$ cat config.mk
export PLATFORM = sky130hd
export DESIGN_NAME = cpu_seg_top_flat
export DESIGN_NICKNAME = d
export VERILOG_FILES = /design/src/rtl/cpu_seg_top_if.sv /design/src/rtl/cpu_seg_top.sv /design/src/flat_wrapper.sv
export SDC_FILE = /design/constraint.sdc
export NUM_CORES = 1
export LEC_CHECK = 0
export ABC_AREA = 1
export ABC_CLOCK_PERIOD_IN_PS = 2230
export CELL_PAD_IN_SITES_DETAIL_PLACEMENT = 1
export CELL_PAD_IN_SITES_GLOBAL_PLACEMENT = 1
export CORE_MARGIN = 2
export CORE_UTILIZATION = 45
export CTS_BUF_LIST = sky130_fd_sc_hd__clkbuf_8
export DETAILED_ROUTE_END_ITERATION = 6
export GPL_TIMING_DRIVEN = 0
export HOLD_SLACK_MARGIN = 0.03
export PLACE_DENSITY_LB_ADDON = 0.1
export SYNTH_ARGS = -nofsm -noshare
export SYNTH_HDL_FRONTEND = slang
export SYNTH_SLANG_ARGS = --single-unit
$ cat constraint.sdc
create_clock -name clk -period 2.23 [get_ports clk]
set_input_delay 0.446 -clock clk [delete_from_list [all_inputs] [get_ports clk]]
set_output_delay 0.446 -clock clk [all_outputs]
set_load 0.02 [all_outputs]
$ cat src/rtl/cpu_seg_top_if.sv
// Pin-side bundle for the seven-segment display top: switch word in,
// active-low segment and digit-select lines out.
interface cpu_seg_top_if;
  logic [15:0] sw;
  logic [7:0]  atog;
  logic [7:0]  seg_cs;

  modport master (output sw, input atog, input seg_cs);
  modport slave  (input sw, output atog, output seg_cs);
endinterface

$ cat src/rtl/cpu_seg_top.sv
// Board display top: synchronised switches and a prescaled tick counter form a
// 32-bit word, scanned one nibble per slot onto an 8-digit common-anode display.
module cpu_seg_top #(
  parameter int unsigned SCAN_DIV = 4,
  parameter int unsigned TICK_DIV = 16
) (
  input  logic         clk,
  input  logic         reset,
  cpu_seg_top_if.slave io
);

  localparam int unsigned SW_W = (SCAN_DIV > 1) ? $clog2(SCAN_DIV) : 1;
  localparam int unsigned TW_W = (TICK_DIV > 1) ? $clog2(TICK_DIV) : 1;
  localparam logic [SW_W-1:0] SCAN_LAST = SW_W'(SCAN_DIV - 1);
  localparam logic [TW_W-1:0] TICK_LAST = TW_W'(TICK_DIV - 1);

  logic [15:0]     sync1_q, sync2_q;
  logic [15:0]     tick_q, tick_d;
  logic [TW_W-1:0] tpre_q, tpre_d;
  logic [SW_W-1:0] spre_q, spre_d;
  logic [2:0]      idx_q, idx_d;
  logic [7:0]      atog_q, atog_d;
  logic [7:0]      seg_cs_q, seg_cs_d;
  logic [31:0]     word;
  logic [3:0]      nibble;

  function automatic logic [7:0] seg_encode(input logic [3:0] n);
    logic [7:0] s;
    unique case (n)
      4'h0: s = 8'hC0;
      4'h1: s = 8'hF9;
      4'h2: s = 8'hA4;
      4'h3: s = 8'hB0;
      4'h4: s = 8'h99;
      4'h5: s = 8'h92;
      4'h6: s = 8'h82;
      4'h7: s = 8'hF8;
      4'h8: s = 8'h80;
      4'h9: s = 8'h90;
      4'hA: s = 8'h88;
      4'hB: s = 8'h83;
      4'hC: s = 8'hC6;
      4'hD: s = 8'hA1;
      4'hE: s = 8'h86;
      4'hF: s = 8'h8E;
    endcase
    return s;
  endfunction

  always_comb begin
    tpre_d = tpre_q + 1'b1;
    tick_d = tick_q;
    if (tpre_q == TICK_LAST) begin
      tpre_d = '0;
      tick_d = tick_q + 16'd1;
    end

    spre_d = spre_q + 1'b1;
    idx_d  = idx_q;
    if (spre_q == SCAN_LAST) begin
      spre_d = '0;
      idx_d  = idx_q + 3'd1;
    end

    // Outputs are built from the pre-edge index so the first edge after reset
    // release drives digit 0 and each digit holds for exactly SCAN_DIV edges.
    word     = {sync2_q, tick_q};
    nibble   = word[{idx_q, 2'b00} +: 4];
    atog_d   = seg_encode(nibble);
    seg_cs_d = ~(8'b1 << idx_q);
  end

  always_ff @(posedge clk or negedge reset) begin
    if (!reset) begin
      sync1_q  <= '0;
      sync2_q  <= '0;
      tick_q   <= '0;
      tpre_q   <= '0;
      spre_q   <= '0;
      idx_q    <= '0;
      atog_q   <= '1;
      seg_cs_q <= '1;
    end else begin
      sync1_q  <= io.sw;
      sync2_q  <= sync1_q;
      tick_q   <= tick_d;
      tpre_q   <= tpre_d;
      spre_q   <= spre_d;
      idx_q    <= idx_d;
      atog_q   <= atog_d;
      seg_cs_q <= seg_cs_d;
    end
  end

  assign io.atog   = atog_q;
  assign io.seg_cs = seg_cs_q;

endmodule

$ cat src/flat_wrapper.sv
// flat-port wrapper written by rule: the top's interface ports become plain ports
module cpu_seg_top_flat 
#(
  parameter int unsigned SCAN_DIV = 4,
  parameter int unsigned TICK_DIV = 16
)
  (clk, reset, io_sw, io_atog, io_seg_cs);
  cpu_seg_top_if io_i ();
  input  logic clk;
  input  logic reset;
  input wire logic [$bits(io_i.sw)-1:0] io_sw;
  output wire logic [$bits(io_i.atog)-1:0] io_atog;
  output wire logic [$bits(io_i.seg_cs)-1:0] io_seg_cs;
  assign io_i.sw = io_sw;
  assign io_atog = io_i.atog;
  assign io_seg_cs = io_i.seg_cs;
  cpu_seg_top #(.SCAN_DIV(SCAN_DIV), .TICK_DIV(TICK_DIV)) u_core (.clk(clk), .reset(reset), .io(io_i));
endmodule
==> flow_metrics.tcl, run 1 <==
set metrics [dict create \
    status "complete, no violations" \
    crit_slowest_cell "dfrtp_1" \
    maxCapViolations 0 \
    io_buffers 32 \
    synth.avg_cell_area_um2 9.91 \
    pre_cts_ws_ps 251 \
    cts_hold_buf 0 \
    cp-endpoint "u_core.io.atog[3]" \
    seqCellArea_mm2 0.00182 \
    synth_area_mm2 0.00318 \
    antenna_found_initial 0 \
    grt_max_degree 73 \
    synth_top_family_by_area "simple AND/OR/NAND/NOR gates" \
    setup_violations 0 \
    synthFlopType "dfrtp_1" \
    coreArea_mm2 0.00683 \
    total_leakage_power_nw 1.92 \
    ys_types 30 \
    drv_slew 0 \
    yosysTopAreaCell "dfrtp_1" \
    chipHeight_um 88.1 \
    yosysTopAreaCellShare 0.448 \
    path_common_cell "nand2_1" \
    routed_wl_um 6160 \
    finalHoldWorstSlack_ps 217 \
    wire_per_inst_um 13.3 \
    cts_made_buffers 9 \
    async_reset_ff_frac 1.00 \
    hold_path_class "in -> async" \
    routed-via-count 2227 \
    tightest_slew_ps 866 \
    synth-seq-area-share 0.572 \
    post-route-min-period_ps 1910 \
    ir_drop_mv 0.506 \
    yosysMostFrequentCell "nand2_1" \
    vias_per_cell 4.80 \
    power.density_mw_per_mm2 694 \
    drc 0 \
    cp.depth 12 \
    r2r-end "u_core.io.atog[3]" \
    utilization 0.563 \
    drtIter0Drc 70 \
    ys_seq_elements 72 \
    dpl.hpwl_um 4480 \
    std_cell_rows 30 \
    crit_path_end_kind "flip-flop" \
    multi_input_area_mm2 0.00116 \
    start_util 0.466 \
    cts_buffer_depth 2 \
    crit_fanout 10 \
    rrSetupSlack_ps 320 \
    yosys.area_share.simple 0.249 \
    total_power_w 0.00267 \
    clock_latency_ps 340 \
    dr.pass1.iters 4 \
    drtAntennaViolNets 0 \
    first_global_vias 2398 \
    root_buffer "clkbuf_8" \
    cts.htree.levels 3 \
    synthAdderAreaFrac 0.0590 \
    timing.rr.start "u_core.idx_q[0]" \
    fmax_ghz 0.524 \
    syn-num-nets 354 \
    clk_pin_slew_worst_paths_ps 70 \
    num_antenna_cells 0 \
    setup_slack_ps 321 \
    grt_pass1_wl_um 10900 \
    ys_top_cells_by_count "nand2_1, dfrtp_1, inv_1, nand3_1" \
    fin_crit_sh 0.856 \
    path_cells "buf_4 -> buf_6 -> nand2_1 -> nand3_1 -> nand3_1 -> nand2_2 -> inv_1 -> ha_1 -> nand3_1 -> nand2_1 -> nand2_1 -> nand2_1" \
    startpoint "u_core.idx_q[0]" \
    cts_resized 0 \
    area_delta_synth_final_pct 20.8 \
    cts_tree "yes" \
    die_x_um 88.1 \
    cp_top_family "simple AND/OR/NAND/NOR gates" \
    rsz0062_at_grt "false" \
    gp_congestion 0.867 \
    tns_ps 0 \
    clock_sinks 72 \
    synth_warnings 0 \
    crit_type "reg -> reg" \
    nets 396 \
    synth_compound_area_frac 0.0149 \
    synth_edf_count 0 \
    r2r_cells 12 \
    fin_worst_skew_ps 7.56 \
    synth_mux_area_frac 0 \
    finalHoldViolations 0 \
    grt.total_usage 0.189 \
    postCtsSetupRepairBufs 0 \
    timing.slew.headroom 0.423 \
    critPathRequiredTime_ps 2510 \
    synthXorXnorAreaFrac 0.0413 \
    postSynthCellCount 321 \
    grt_overflow 0 \
    io_pins 34 \
    slowest_delay_ps 430 \
    drive_above_1_share 0.152 \
    die-area_mm2 0.00776 \
    start_kind "flip-flop" \
    synthTopCellsByArea "dfrtp_1, dfstp_2, nand2_1" \
    fill_cells 787 \
    worstPathArrival_ps 2190 \
    worst-path-buf-inv 3 \
]
## registers in the layout, indices dropped and copies added (netlist names)
signal,flops
u_core.tick_q,16
u_core.spre_q,2
u_core.tpre_q,4
u_core.sync1_q,16
u_core.sync2_q,16
u_core.idx_q,3
u_core.io.atog,7
u_core.io.seg_cs,8
## area by class of cell
class | count | area share
Tap cell | 96 | 0.0312
Timing Repair Buffer | 32 | 0.0827
Clock inverter | 5 | 0.0205
Multi-Input combinational cell | 202 | 0.302
Clock buffer | 11 | 0.0394
Inverter | 41 | 0.0407
Sequential cell | 72 | 0.473
Buffer | 5 | 0.0101
## worst reg2reg max path: stages (launching register included)
cell     delay, ps
dfrtp_1        430
buf_4          210
buf_6          170
nand2_1         70
nand3_1        100
nand3_1        100
nand2_2        140
inv_1           90
ha_1           220
nand3_1        130
nand2_1         80
nand2_1         60
nand2_1         50
## worst min path at each step
stage	from	to	slack (ps)	depth (start not counted)
2_1_floorplan	reset	u_core.idx_q[0]	150	0
3_3_place_gp	u_core.sync1_q[5]	u_core.sync2_q[5]	330	0
3_5_place_dp	u_core.sync1_q[5]	u_core.sync2_q[5]	340	0
4_1_cts	reset	u_core.tick_q[7]	240	1
5_1_grt	reset	u_core.tpre_q[1]	280	1
6_report	reset	u_core.tpre_q[1]	220	1
## per-stage QoR
stage,std cells,area (µm²)
floorplan,321,3180
global placement,449,3620
detailed placement,449,3620
CTS,465,3850
global route,464,3840
finish,464,3840
## where the power goes
group	switching, W	internal [W]	leakage [nW]
sequential	0.0000103	0.00135	0.856
combinational	0.0000850	0.0000650	0.942
clock	0.000465	0.000689	0.119
total	0.000561	0.00211	1.92
## placed cells by master (no fill, tap or decap), types with 2 or more instances in the layout
cell type,Yosys,routed
nand2_1,92,92
dfrtp_1,57,57
inv_1,37,37
nand3_1,33,33
clkdlybuf4s50_1,0,31
nor2_1,15,15
xor2_1,15,15
ha_1,15,15
dfstp_2,15,15
clkbuf_8,0,11
buf_4,3,4
nand3_2,4,4
nor3_1,4,4
inv_2,3,3
o21ai_1,3,3
o21ai_0,3,3
nand4_1,3,3
nand2_4,2,2
nand3b_1,2,2
nand3_4,2,2
clkinv_2,0,2
bufinv_16,0,2
## cell families (layout without fill, tap and decap cells)
logic type | Yosys count | after routing
DFF | 72 | 72
adders and majority gates | 15 | 15
xor gates and xnor gates | 15 | 15
other | 1 | 1
and+or+nand+nor | 163 | 163
buffers and inverters | 47 | 94
AOI/OAI and AO/OA | 8 | 8
## per-layer routing
layer / global-route usage / part of all wire
met4: 0.0978 / 0.029
met5: 0 / 0
met3: 0.0415 / 0.032
met2: 0.312 / 0.49
met1: 0.232 / 0.45
(Power assumes the default switching activity.)
==> inputs of run 2 (changes only) <==
Settings changed: REMOVE_ABC_BUFFERS from default to 1.
==> run 2 against run 1 <==
Net effect:
- cell count fell by 1.1%
- clock skew rose by 0.66 ps
- via count decreased by 2.6%
- clock power decreased by 12%
- die area unchanged
- combinational power about the same
- first-iteration DRC count is 5.7% higher
- global-route usage is 0.98 points lower
- maximum frequency is 2.8% lower
- register-to-register slack worse by 60 ps
- sequential share of layout area grew 0.91 points
==> flow_metrics.tcl, run 2 (synthesis results as in run 1) <==
set metrics [dict create \
    status "complete, no violations" \
    cts_hold_buf 0 \
    fin_crit_sh 0.881 \
    utilization 0.553 \
    num_antenna_cells 0 \
    vias_per_cell 4.73 \
    clock_sinks 72 \
    nets 391 \
    total_power_w 0.00252 \
    die-area_mm2 0.00776 \
    gp_congestion 0.741 \
    drv_slew 0 \
    dr.pass1.iters 4 \
    grt_overflow 0 \
    grt.total_usage 0.179 \
    antenna_found_initial 0 \
    fill_cells 791 \
    post-route-min-period_ps 1960 \
    wire_per_inst_um 12.9 \
    final_common_cell "nand2_1" \
    hold_path_class "in -> async" \
    ir_drop_mv 0.566 \
    cts_buffer_depth 2 \
    worstPathArrival_ps 2230 \
    crit_path_end_kind "flip-flop" \
    startpoint "u_core.idx_q[0]" \
    drive_above_1_share 0.140 \
    dp_cells 443 \
    finalHoldViolations 0 \
    drtAntennaViolNets 0 \
    critPathRequiredTime_ps 2500 \
    grt_pass1_wl_um 10500 \
    cts_made_buffers 9 \
    routed_wl_um 5900 \
    area_delta_synth_final_pct 18.8 \
    drtIter0Drc 74 \
    postCtsSetupRepairBufs 0 \
    std_cell_rows 30 \
    r2r-end "u_core.io.atog[3]" \
    coreArea_mm2 0.00683 \
    final_cells 459 \
    rrSetupSlack_ps 270 \
    io_pins 34 \
    die_x_um 88.1 \
    start_kind "flip-flop" \
    drc 0 \
    dpl.hpwl_um 4320 \
    setup_violations 0 \
    clk_pin_slew_worst_paths_ps 80 \
    grtUsageMet2 0.295 \
    io_buffers 32 \
    rsz0062_at_grt "false" \
    clock_latency_ps 340 \
    total_leakage_power_nw 1.88 \
    timing.rr.start "u_core.idx_q[0]" \
    tightest_slew_ps 861 \
    crit_fanout 22 \
    timing.slew.headroom 0.426 \
    grt.met1_usage 0.224 \
    crit_type "reg -> reg" \
    root_buffer "clkbuf_8" \
    chipHeight_um 88.1 \
    cts_tree "yes" \
    power.density_mw_per_mm2 666 \
    grt_max_degree 73 \
    maxCapViolations 0 \
    fin_worst_skew_ps 8.22 \
    final_cell_mix "nand2_1, dfrtp_1, inv_1" \
    cts.htree.levels 3 \
    routed-via-count 2169 \
    grtUsageMet3 0.0547 \
    grt_busiest_layer "met2" \
    cp-endpoint "u_core.io.atog[3]" \
    fmax_ghz 0.509 \
    first_global_vias 2276 \
    start_util 0.466 \
    reg_top3 "u_core.sync1_q (16), u_core.sync2_q (16), u_core.tick_q (16)" \
    r2r_cells 11 \
]
-- run 2: report_power, final --
part	switching (W)	total (W)	internal, W
logic	0.0000847	0.000148	0.0000637
clock network	0.000465	0.00101	0.000541
registers	0.0000109	0.00136	0.00135
-- run 2: stage by stage --
stage / instance area, µm² / setup WS, ps / TNS (ps) / hold WS [ps]
finish: 3780 / 265 / 0 / 208
CTS: 3770 / 102 / 0 / 243
global placement: 3580 / -1600 / -103930 / 333
floorplan: 3140 / 384 / 0 / 150
global route: 3780 / 89.6 / 0 / 263
detailed placement: 3580 / -181 / -770 / 336
-- run 2: how the worst min path moves through the flow --
stage / to / cells past startpoint / from / slack, ps
final: u_core.tick_q[13] / 1 / reset / 210
after global routing: u_core.tick_q[15] / 1 / reset / 260
after CTS: u_core.tick_q[9] / 1 / reset / 240
after detailed placement: u_core.sync2_q[11] / 0 / u_core.sync1_q[11] / 340
after global placement: u_core.sync2_q[14] / 0 / u_core.sync1_q[14] / 330
after floorplan: u_core.idx_q[0] / 0 / reset / 150
-- run 2: layout make-up --
cell class                      count  area, µm²  area share
Sequential cell                    72       1820       0.483
Multi-Input combinational cell    202       1160       0.307
Timing Repair Buffer               32        318      0.0841
Inverter                           41        159      0.0420
Clock buffer                       10        138      0.0364
Tap cell                           96        120      0.0318
Clock inverter                      6       60.1      0.0159
-- run 2: repair_timing --
| item | 4_1_cts | 5_1_grt |
|---|---|---|
| endpoints found under the hold margin | 0 | 0 |
| resized for setup | 1 | 3 |
| endpoints found under the setup margin | 7 | 5 |
| pin swaps | 0 | 0 |
| gates cloned | 0 | 0 |
-- run 2: per-layer routing --
layer / share of wire / vias up
met5: 0 / -
met1: 0.46 / 1056
li1: - / 1068
met2: 0.50 / 35
met3: 0.027 / 10
met4: 0.016 / 0
-- run 2: critical path, cell delays in order, from the launching register on --
cell and delay, ps:
dfrtp_4 600, inv_4 200, nand2_1 80, nand3_1 90
nand3_1 100, nand2_2 160, inv_1 100, ha_1 220
nand3_1 150, nand2_1 80, nand2_1 60, nand2_1 50
